===== src/rtl/mesi_isc_mem_arbiter_if.sv =====
// Bundle of the four CPU main-bus request ports plus the arbiter's ack/grant/read-data returns.
// The CPU side (master) holds cmd/addr/data stable until it sees its ack bit.
interface mesi_isc_mem_arbiter_if #(
    parameter int MBUS_CMD_WIDTH = 3,
    parameter int ADDR_WIDTH     = 32,
    parameter int DATA_WIDTH     = 32
);
    logic [MBUS_CMD_WIDTH-1:0] mbus_cmd3_i;
    logic [MBUS_CMD_WIDTH-1:0] mbus_cmd2_i;
    logic [MBUS_CMD_WIDTH-1:0] mbus_cmd1_i;
    logic [MBUS_CMD_WIDTH-1:0] mbus_cmd0_i;
    logic [ADDR_WIDTH-1:0]     mbus_addr3_i;
    logic [ADDR_WIDTH-1:0]     mbus_addr2_i;
    logic [ADDR_WIDTH-1:0]     mbus_addr1_i;
    logic [ADDR_WIDTH-1:0]     mbus_addr0_i;
    logic [DATA_WIDTH-1:0]     mbus_data_wr3_i;
    logic [DATA_WIDTH-1:0]     mbus_data_wr2_i;
    logic [DATA_WIDTH-1:0]     mbus_data_wr1_i;
    logic [DATA_WIDTH-1:0]     mbus_data_wr0_i;
    logic [3:0]                mbus_ack_o;
    logic [DATA_WIDTH-1:0]     mbus_data_rd_o;
    logic [3:0]                grant_o;
    logic                      busy_o;

    modport master (
        output mbus_cmd3_i, mbus_cmd2_i, mbus_cmd1_i, mbus_cmd0_i,
        output mbus_addr3_i, mbus_addr2_i, mbus_addr1_i, mbus_addr0_i,
        output mbus_data_wr3_i, mbus_data_wr2_i, mbus_data_wr1_i, mbus_data_wr0_i,
        input  mbus_ack_o, mbus_data_rd_o, grant_o, busy_o
    );

    modport slave (
        input  mbus_cmd3_i, mbus_cmd2_i, mbus_cmd1_i, mbus_cmd0_i,
        input  mbus_addr3_i, mbus_addr2_i, mbus_addr1_i, mbus_addr0_i,
        input  mbus_data_wr3_i, mbus_data_wr2_i, mbus_data_wr1_i, mbus_data_wr0_i,
        output mbus_ack_o, mbus_data_rd_o, grant_o, busy_o
    );
endinterface


===== src/rtl/mesi_isc_mem_arbiter.sv =====
// Round-robin main-memory controller for four CPUs: grant -> MEM_LAT cycles -> one-cycle ack, MEM_LAT+2 cycles per access.
// Losers are not acked and simply keep their request asserted; ACK always returns through IDLE.
module mesi_isc_mem_arbiter #(
    parameter int MBUS_CMD_WIDTH = 3,
    parameter int ADDR_WIDTH     = 32,
    parameter int DATA_WIDTH     = 32,
    parameter int DEPTH_LOG2     = 4,
    parameter int MEM_LAT        = 2
) (
    input  logic                  clk,
    input  logic                  rst_n,
    mesi_isc_mem_arbiter_if.slave bus
);
    localparam int DEPTH = 1 << DEPTH_LOG2;
    localparam logic [MBUS_CMD_WIDTH-1:0] CMD_WR = MBUS_CMD_WIDTH'(1);
    localparam logic [MBUS_CMD_WIDTH-1:0] CMD_RD = MBUS_CMD_WIDTH'(2);
    localparam logic [3:0] CNT_INIT = 4'(MEM_LAT - 1);

    typedef enum logic [1:0] {
        ST_IDLE = 2'd0,
        ST_WAIT = 2'd1,
        ST_ACK  = 2'd2
    } state_t;

    state_t                    state, state_nxt;
    logic [3:0]                cnt, cnt_nxt;
    logic [1:0]                prio, prio_nxt;
    logic [1:0]                gidx, gidx_nxt;
    logic [3:0]                grant, grant_nxt;
    logic [3:0]                ack, ack_nxt;
    logic [DATA_WIDTH-1:0]     rd_dat, rd_dat_nxt;
    logic                      mem_we;
    logic [DATA_WIDTH-1:0]     mem [DEPTH];

    logic [MBUS_CMD_WIDTH-1:0] cmd_a  [4];
    logic [ADDR_WIDTH-1:0]     addr_a [4];
    logic [DATA_WIDTH-1:0]     wdat_a [4];
    logic [3:0]                req;
    logic                      win_vld;
    logic [1:0]                win_idx;
    logic [MBUS_CMD_WIDTH-1:0] cmd_sel;
    logic [ADDR_WIDTH-1:0]     addr_sel;
    logic [DATA_WIDTH-1:0]     wdat_sel;
    logic [DEPTH_LOG2-1:0]     idx_sel;
    logic                      unused_addr_hi;

    assign cmd_a[0]  = bus.mbus_cmd0_i;
    assign cmd_a[1]  = bus.mbus_cmd1_i;
    assign cmd_a[2]  = bus.mbus_cmd2_i;
    assign cmd_a[3]  = bus.mbus_cmd3_i;
    assign addr_a[0] = bus.mbus_addr0_i;
    assign addr_a[1] = bus.mbus_addr1_i;
    assign addr_a[2] = bus.mbus_addr2_i;
    assign addr_a[3] = bus.mbus_addr3_i;
    assign wdat_a[0] = bus.mbus_data_wr0_i;
    assign wdat_a[1] = bus.mbus_data_wr1_i;
    assign wdat_a[2] = bus.mbus_data_wr2_i;
    assign wdat_a[3] = bus.mbus_data_wr3_i;

    always_comb begin
        req = '0;
        for (int n = 0; n < 4; n++) begin
            req[n] = (cmd_a[n] == CMD_WR) || (cmd_a[n] == CMD_RD);
        end
    end

    // Walk the search order backwards so the requester closest to prio is assigned last and wins.
    always_comb begin
        win_vld = 1'b0;
        win_idx = '0;
        for (int k = 3; k >= 0; k--) begin
            if (req[prio + 2'(k)]) begin
                win_vld = 1'b1;
                win_idx = prio + 2'(k);
            end
        end
    end

    // Address and write data come from the live bus at the access edge, not from a grant-time copy.
    assign cmd_sel        = cmd_a[gidx];
    assign addr_sel       = addr_a[gidx];
    assign wdat_sel       = wdat_a[gidx];
    assign idx_sel        = addr_sel[DEPTH_LOG2-1:0];
    assign unused_addr_hi = ^addr_sel[ADDR_WIDTH-1:DEPTH_LOG2];

    always_comb begin
        state_nxt  = state;
        cnt_nxt    = cnt;
        prio_nxt   = prio;
        gidx_nxt   = gidx;
        grant_nxt  = grant;
        ack_nxt    = ack;
        rd_dat_nxt = rd_dat;
        mem_we     = 1'b0;
        case (state)
            ST_IDLE: begin
                if (win_vld) begin
                    grant_nxt = 4'b0001 << win_idx;
                    gidx_nxt  = win_idx;
                    cnt_nxt   = CNT_INIT;
                    state_nxt = ST_WAIT;
                end
            end
            ST_WAIT: begin
                if (cnt == 4'd0) begin
                    ack_nxt   = grant;
                    state_nxt = ST_ACK;
                    if (cmd_sel == CMD_WR) begin
                        mem_we = 1'b1;
                    end else if (cmd_sel == CMD_RD) begin
                        rd_dat_nxt = mem[idx_sel];
                    end
                end else begin
                    cnt_nxt = cnt - 4'd1;
                end
            end
            ST_ACK: begin
                ack_nxt   = '0;
                grant_nxt = '0;
                prio_nxt  = gidx + 2'd1;
                state_nxt = ST_IDLE;
            end
            default: begin
                state_nxt = ST_IDLE;
            end
        endcase
    end

    always_ff @(posedge clk or negedge rst_n) begin
        if (!rst_n) begin
            state  <= ST_IDLE;
            cnt    <= '0;
            prio   <= '0;
            gidx   <= '0;
            grant  <= '0;
            ack    <= '0;
            rd_dat <= '0;
        end else begin
            state  <= state_nxt;
            cnt    <= cnt_nxt;
            prio   <= prio_nxt;
            gidx   <= gidx_nxt;
            grant  <= grant_nxt;
            ack    <= ack_nxt;
            rd_dat <= rd_dat_nxt;
        end
    end

    // Word array is cleared by reset, so an access interrupted by reset never lands.
    always_ff @(posedge clk or negedge rst_n) begin
        if (!rst_n) begin
            for (int i = 0; i < DEPTH; i++) begin
                mem[i] <= '0;
            end
        end else if (mem_we) begin
            mem[idx_sel] <= wdat_sel;
        end
    end

    assign bus.mbus_ack_o     = ack;
    assign bus.grant_o        = grant;
    assign bus.mbus_data_rd_o = rd_dat;
    assign bus.busy_o         = (state != ST_IDLE);
endmodule


===== src/flat_wrapper.sv =====
// flat-port wrapper written by rule: the top's interface ports become plain ports
module mesi_isc_mem_arbiter_flat 
#(
    parameter int MBUS_CMD_WIDTH = 3,
    parameter int ADDR_WIDTH     = 32,
    parameter int DATA_WIDTH     = 32,
    parameter int DEPTH_LOG2     = 4,
    parameter int MEM_LAT        = 2
)
  (clk, rst_n, bus_mbus_cmd3_i, bus_mbus_cmd2_i, bus_mbus_cmd1_i, bus_mbus_cmd0_i, bus_mbus_addr3_i, bus_mbus_addr2_i, bus_mbus_addr1_i, bus_mbus_addr0_i, bus_mbus_data_wr3_i, bus_mbus_data_wr2_i, bus_mbus_data_wr1_i, bus_mbus_data_wr0_i, bus_mbus_ack_o, bus_mbus_data_rd_o, bus_grant_o, bus_busy_o);
  mesi_isc_mem_arbiter_if #(.MBUS_CMD_WIDTH(MBUS_CMD_WIDTH), .ADDR_WIDTH(ADDR_WIDTH), .DATA_WIDTH(DATA_WIDTH)) bus_i ();
  input  logic clk;
  input  logic rst_n;
  input wire logic [$bits(bus_i.mbus_cmd3_i)-1:0] bus_mbus_cmd3_i;
  input wire logic [$bits(bus_i.mbus_cmd2_i)-1:0] bus_mbus_cmd2_i;
  input wire logic [$bits(bus_i.mbus_cmd1_i)-1:0] bus_mbus_cmd1_i;
  input wire logic [$bits(bus_i.mbus_cmd0_i)-1:0] bus_mbus_cmd0_i;
  input wire logic [$bits(bus_i.mbus_addr3_i)-1:0] bus_mbus_addr3_i;
  input wire logic [$bits(bus_i.mbus_addr2_i)-1:0] bus_mbus_addr2_i;
  input wire logic [$bits(bus_i.mbus_addr1_i)-1:0] bus_mbus_addr1_i;
  input wire logic [$bits(bus_i.mbus_addr0_i)-1:0] bus_mbus_addr0_i;
  input wire logic [$bits(bus_i.mbus_data_wr3_i)-1:0] bus_mbus_data_wr3_i;
  input wire logic [$bits(bus_i.mbus_data_wr2_i)-1:0] bus_mbus_data_wr2_i;
  input wire logic [$bits(bus_i.mbus_data_wr1_i)-1:0] bus_mbus_data_wr1_i;
  input wire logic [$bits(bus_i.mbus_data_wr0_i)-1:0] bus_mbus_data_wr0_i;
  output wire logic [$bits(bus_i.mbus_ack_o)-1:0] bus_mbus_ack_o;
  output wire logic [$bits(bus_i.mbus_data_rd_o)-1:0] bus_mbus_data_rd_o;
  output wire logic [$bits(bus_i.grant_o)-1:0] bus_grant_o;
  output wire logic [$bits(bus_i.busy_o)-1:0] bus_busy_o;
  assign bus_i.mbus_cmd3_i = bus_mbus_cmd3_i;
  assign bus_i.mbus_cmd2_i = bus_mbus_cmd2_i;
  assign bus_i.mbus_cmd1_i = bus_mbus_cmd1_i;
  assign bus_i.mbus_cmd0_i = bus_mbus_cmd0_i;
  assign bus_i.mbus_addr3_i = bus_mbus_addr3_i;
  assign bus_i.mbus_addr2_i = bus_mbus_addr2_i;
  assign bus_i.mbus_addr1_i = bus_mbus_addr1_i;
  assign bus_i.mbus_addr0_i = bus_mbus_addr0_i;
  assign bus_i.mbus_data_wr3_i = bus_mbus_data_wr3_i;
  assign bus_i.mbus_data_wr2_i = bus_mbus_data_wr2_i;
  assign bus_i.mbus_data_wr1_i = bus_mbus_data_wr1_i;
  assign bus_i.mbus_data_wr0_i = bus_mbus_data_wr0_i;
  assign bus_mbus_ack_o = bus_i.mbus_ack_o;
  assign bus_mbus_data_rd_o = bus_i.mbus_data_rd_o;
  assign bus_grant_o = bus_i.grant_o;
  assign bus_busy_o = bus_i.busy_o;
  mesi_isc_mem_arbiter #(.MBUS_CMD_WIDTH(MBUS_CMD_WIDTH), .ADDR_WIDTH(ADDR_WIDTH), .DATA_WIDTH(DATA_WIDTH), .DEPTH_LOG2(DEPTH_LOG2), .MEM_LAT(MEM_LAT)) u_core (.clk(clk), .rst_n(rst_n), .bus(bus_i));
endmodule

===== config.mk =====
export PLATFORM = sky130hd
export DESIGN_NAME = mesi_isc_mem_arbiter_flat
export DESIGN_NICKNAME = d
export VERILOG_FILES = /design/src/rtl/mesi_isc_mem_arbiter_if.sv /design/src/rtl/mesi_isc_mem_arbiter.sv /design/src/flat_wrapper.sv
export SDC_FILE = /design/constraint.sdc
export NUM_CORES = 1
export LEC_CHECK = 0
export CAP_MARGIN = 20
export CORE_MARGIN = 2
export CORE_UTILIZATION = 30
export CTS_CLUSTER_SIZE = 24
export DETAILED_ROUTE_END_ITERATION = 7
export GPL_TIMING_DRIVEN = 0
export HOLD_SLACK_MARGIN = 0.08
export PLACE_DENSITY_LB_ADDON = 0.3
export SYNTH_ARGS = -nofsm -noshare
export SYNTH_HDL_FRONTEND = slang
export SYNTH_SLANG_ARGS = --single-unit

===== constraint.sdc =====
create_clock -name clk -period 8.8 [get_ports clk]
set_input_delay 0.88 -clock clk [delete_from_list [all_inputs] [get_ports clk]]
set_output_delay 0.88 -clock clk [all_outputs]
set_load 0.02 [all_outputs]

After elaboration in Yosys (flattened, before gate mapping)

Cells that the tools add are included.

Register bits after elaboration: 562
Input port bits: 270
Word-level logic and storage cells: 115

Add/subtract/negate cells: 5
Magnitude comparators: 7
Equality and inequality tests: 15
Shift-type cells: 1
Multiplexer cells: 44
Bitwise logic cells: 3
Reductions and logical operators: 17

Operators with widths:

| cell                | number |
|---|---|
| $bwmux 512          | 1 |
| $mux 32             | 5 |
| $bmux 32 s2         | 2 |
| $bmux 32 s4         | 1 |
| $demux 32 s4        | 1 |
| $mux 4              | 6 |
| $pmux 4 s2          | 3 |
| $eq 3x1->1 const B  | 5 |
| $eq 3x2->1 const B  | 5 |
| $lt 2x3->1 const B  | 4 |
| $mux 2              | 6 |
| $mux 1              | 11 |
| $bmux 1 s2          | 4 |
| $reduce_and 2->1    | 4 |
| $reduce_bool 2->1   | 4 |
| $bmux 3 s2          | 1 |
| $mux 3              | 2 |
| $ge 5x5->1 const B  | 1 |
| $lt 5x1->1 const B  | 1 |
| $not 4->5           | 1 |
| $add 2x1->2 const B | 2 |
| $add 2x2->2 const B | 2 |
| $logic_not 4->1     | 1 |
| $logic_or 1x1->1    | 4 |
| other kinds (14)    | 15 |

Longest topological paths before layout

Depth after elaboration: 11
Mapped depth: 10
Gate-level depth less buffers: 7

Worst setup path before layout

OpenSTA, ideal clock, no wires.

Kind: input to register
Start point: in bus_mbus_cmd3_i[2]
End point: reg u_core.mem[139] (netlist name)
Library setup time: 125 ps
Arrival: 2922 ps
Path slack: 5753 ps
Cell stages on the path: 7
Path buffers: 2
Cell sequence: mux4_2 or3_4 nor4b_4 and3_1 clkbuf_2 buf_6 mux2_2

Cells in the longest elaborated chain, start to end: 7

Ends and longest elaborated chain:

| what                                       | line                        | RTL |
|---|---|---|
| from (decl)                                | flat_wrapper.sv:14          | `input wire logic [$bits(bus_i.mbus_cmd3_i)-1:0] bus_mbus_cmd3_i;` |
| $bmux 3 s2                                 | mesi_isc_mem_arbiter.sv:80  | `assign cmd_sel = cmd_a[gidx];` |
| $mux 3 (not written as such) (2 in series) | mesi_isc_mem_arbiter.sv:80  |  |
| $eq 3x1->1                                 | mesi_isc_mem_arbiter.sv:108 | `if (cmd_sel == CMD_WR) begin` |
| $mux 1                                     | mesi_isc_mem_arbiter.sv:108 |  |
| $mux 1                                     | mesi_isc_mem_arbiter.sv:105 | `if (cnt == 4'd0) begin` |
| $mux 1                                     | mesi_isc_mem_arbiter.sv:95  | `case (state)` |
| to (signal, indexed assignment)            | mesi_isc_mem_arbiter.sv:156 | `mem[idx_sel] <= wdat_sel;` |
| to (decl)                                  | mesi_isc_mem_arbiter.sv:33  | `logic [DATA_WIDTH-1:0] mem [DEPTH];` |

Every way passes these cells. The select of a mux whose other input is x is not followed.
A chain may end at the register's enable or synchronous reset.

Worst setup path after layout

Start point: reg u_core.gidx[1]
End point: reg u_core.mem[85] (netlist name)

Cells in the longest elaborated chain, start to end: 10
Elaborated cells between the ends (all ways): 21
Classes of those cells: order compare: 2; eq/ne: 1; mux: 15; bitwise: 2; reduce/logical: 1

Ends and longest elaborated chain:

| what                                                                  | line                                                                               | RTL |
|---|---|---|
| from (decl)                                                           | mesi_isc_mem_arbiter.sv:28                                                         | `logic [1:0] gidx, gidx_nxt;` |
| from (signal assigned)                                                | mesi_isc_mem_arbiter.sv:142                                                        | `gidx <= gidx_nxt;` |
| $not 2->3 (not written as such) (*)                                   | mesi_isc_mem_arbiter.sv:80, mesi_isc_mem_arbiter.sv:81, mesi_isc_mem_arbiter.sv:82 |  |
| $bmux 32 s2                                                           | mesi_isc_mem_arbiter.sv:81                                                         | `assign addr_sel = addr_a[gidx];` |
| $mux 4 (not written as such) (2 in series)                            | mesi_isc_mem_arbiter.sv:81                                                         |  |
| $not 4->5 (not written as such)                                       | mesi_isc_mem_arbiter.sv:156                                                        |  |
| $ge 5x5->1 (not written as such) / $lt 5x1->1 (equally long branches) | mesi_isc_mem_arbiter.sv:156                                                        |  |
| $logic_and 1x1->1 (not written as such)                               | mesi_isc_mem_arbiter.sv:156                                                        |  |
| $mux 32 (not written as such)                                         | mesi_isc_mem_arbiter.sv:156                                                        |  |
| $demux 32 s4                                                          | mesi_isc_mem_arbiter.sv:156                                                        |  |
| $bwmux 512                                                            | mesi_isc_mem_arbiter.sv:156                                                        |  |

Mark *: on every way between the ends. The rest lies on a longest branch, timed or not. The select of a mux whose other input is x is not followed.

==> flow_metrics.py <==
metrics = {
    "run_status": {
        "status": "finished, final reports clean",
    },
    "placement": {
        "io_buffers": 198,
        "globalplace.congestion": 0.804,
        "dp_hpwl_um": 54700,
        "place_inst": 3283,
        "post_dp_cell_area_um2": 30300,
    },
    "global_route": {
        "grt_use_total_pct": 17.8,
        "antenna_found_initial": 3,
        "grt_pass1_wl_um": 119000,
        "grt_start_max_net_pins": 130,
        "grt-ovfl-total": 0,
        "grt_pass1_vias": 18200,
    },
    "floorplanning": {
        "ios": 311,
        "die_area_um2": 90700,
        "placeableCoreArea_um2": 88000,
        "start_util_pct": 30.1,
        "die_x_um": 301,
        "die_y_um": 301,
        "rows": 109,
    },
    "power": {
        "leakagePower_nw": 15.6,
        "pwr_density_cell_nw_per_um2": 309,
        "ir_drop_v": 0.000171,
    },
    "drt": {
        "drt_pass1_iterations": 7,
        "ant_nets": 0,
        "via_count": 17200,
        "first_iter_violations": 1024,
        "vias_per_cell": 5.05,
        "wl_um": 80700,
        "drc": 0,
        "wl_per_cell_um": 23.7,
    },
    "clock_tree": {
        "clock_sinks": 562,
        "cts_setup_buffers": 0,
        "clk_latency_ns": 0.60,
        "htreeDepth": 3,
        "ctsHoldBuffers": 0,
        "cts_resized": 0,
        "cts.path.max_buffers": 3,
        "cts_tree": "yes",
        "clkSlewWorstSetupHoldPaths_ns": 0.06,
        "cts_root_buf": "clkbuf_16",
        "cts_made_buffers": 66,
    },
    "finish": {
        "area_delta_synth_final_pct": 22.4,
        "finalNonFillerCells": 3402,
        "final_common_cell": "dfrtp_1",
        "most-common-layout-cells": "dfrtp_1, mux2_2, mux2i_1, clkdlybuf4s50_1, clkbuf_1",
        "num-nets-final": 2459,
        "stdcell_area_um2": 32400,
        "drive_gt1_share_pct": 33.2,
    },
    "synth": {
        "yosysSeqAreaShare_pct": 53.1,
        "ys_ff_latch": 562,
        "synth-edff-count": 0,
        "syn_inst": 1901,
        "async_reset_ff_share_pct": 100,
        "ys.flop_type": "dfrtp_1",
        "mappedNetlistArea_um2": 26500,
        "ys_warn_count": 0,
        "postSynthAreaPerCell_um2": 13.9,
        "synth_nets": 2173,
        "synth.distinct_cells": 46,
    },
    "timing": {
        "slew_headroom_pct": 20.1,
        "min_period_ns": 4.25,
        "setup_viol": 0,
        "rsz0062_at_grt": "no",
        "maxSlewViolCount": 0,
        "period_share_pct": 48.3,
        "worst_pin_slew_ns": 1.20,
        "hold_violations": 0,
        "fin_worst_skew_ns": 0.0309,
        "max_clock_freq_mhz": 235,
    },
    "setup_path": {
        "critPathCaptureType": "flop",
        "critPathKind": "reg -> reg",
        "critical_path_arrival_ns": 4.71,
        "r2r-end": "u_core.mem[85]",
        "r2r-start": "u_core.gidx[1]",
        "cp-start-kind": "flop",
        "cp_max_fo": 10,
        "reg2reg_depth": 7,
        "worstPathRequired_ns": 9.26,
        "rrSetupSlack_ns": 4.55,
    },
    "min_path": {
        "hp-class": "in -> async",
    },
    "job": {
        "maxCapViolations": 0,
    },
}
## critical path, cell delays in order, from the launching register on
cell and delay [ns]:
dfrtp_1 0.32, clkbuf_1 0.55, buf_1 0.75, mux4_2 0.51, buf_2 0.23, nor3_1 0.82
buf_2 0.55, mux2_2 0.38
## registers in the layout (all words and copies together), names as in the netlist
name / cells
u_core.bus.mbus_data_rd_o: 32
u_core.state: 2
u_core.gidx: 2
u_core.bus.grant_o: 4
u_core.cnt: 4
u_core.mem: 512
u_core.bus.mbus_ack_o: 4
u_core.prio: 2
## power breakdown
| group | internal [mW] | switching, mW | leakage, nW | total (mW) |
|---|---|---|---|---|
| logic | 1.62 | 2.21 | 6.87 | 3.83 |
| registers | 3.19 | 0.330 | 7.72 | 3.52 |
| clock network | 1.59 | 1.08 | 1.04 | 2.67 |
## logic make-up after synthesis
family / synth area share [%]
adders and majority gates: 0.0944
muxes: 37.4
and+or+nand+nor: 2.71
buffers and inverters: 2.80
xor gates and xnor gates: 0.231
AOI/OAI and AO/OA: 3.73
DFF: 53.1
## per-stage QoR
stage	hold WS, ns	utilization (%)	TNS [ns]	total power [mW]	setup slack, ns
floorplan	0.458	-	0	5.85	5.75
global placement	0.469	34.0	-9685.94	7.24	-17.30
detailed placement	0.481	34.5	0	7.42	4.27
CTS	0.348	36.8	0	10.1	4.43
global route	0.368	36.9	0	10.6	4.36
finish	0.340	36.9	0	10.0	4.55
## final cells by class
class / count / area, um2
Clock inverter: 21 / 198
Buffer: 159 / 726
Inverter: 5 / 18.8
Multi-Input combinational cell: 1175 / 11700
Antenna cell: 3 / 7.51
Tap cell: 1165 / 1460
Timing Repair Buffer: 218 / 2360
Clock buffer: 94 / 1900
Sequential cell: 562 / 14100
Fill cell: 8412 / 55500
## per-layer routing
metal,up-vias,wire length [um],GRT usage (%)
met5,-,0,0
met4,0,2370,5.47
met3,139,4640,3.65
met2,449,38200,29.2
met1,9030,35500,23.5
li1,7564,-,-
## worst max path at each step
| stage | from | end | slack (ns) | cells past startpoint |
|---|---|---|---|---|
| after floorplan | bus_mbus_cmd3_i[2] | u_core.mem[139] | 5.75 | 7 |
| after global placement | rst_n | u_core.mem[195] | -17.30 | 1 |
| after detailed placement | bus_mbus_cmd0_i[2] | u_core.bus.mbus_data_rd_o[2] | 4.27 | 7 |
| after CTS | u_core.gidx[1] | u_core.mem[85] | 4.43 | 7 |
| after global routing | u_core.gidx[1] | u_core.mem[89] | 4.36 | 7 |
| final | u_core.gidx[1] | u_core.mem[85] | 4.55 | 7 |
## synth_stat cells (6+ instances only)
cell | number | area (um2)
dfrtp_1 | 562 | 14100
mux2_2 | 503 | 5660
mux2i_1 | 322 | 3220
clkbuf_1 | 79 | 297
a22oi_1 | 64 | 480
buf_2 | 61 | 305
nor2_1 | 47 | 176
mux4_2 | 39 | 878
nor3_1 | 36 | 180
a21oi_1 | 35 | 175
o22ai_1 | 32 | 200
nand2_1 | 20 | 75.1
mux2_1 | 12 | 135
buf_1 | 10 | 37.5
o21ai_0 | 9 | 45.0
nand3_1 | 8 | 40.0
buf_6 | 6 | 67.6
No activity file was read; power rests on OpenSTA's default activity.
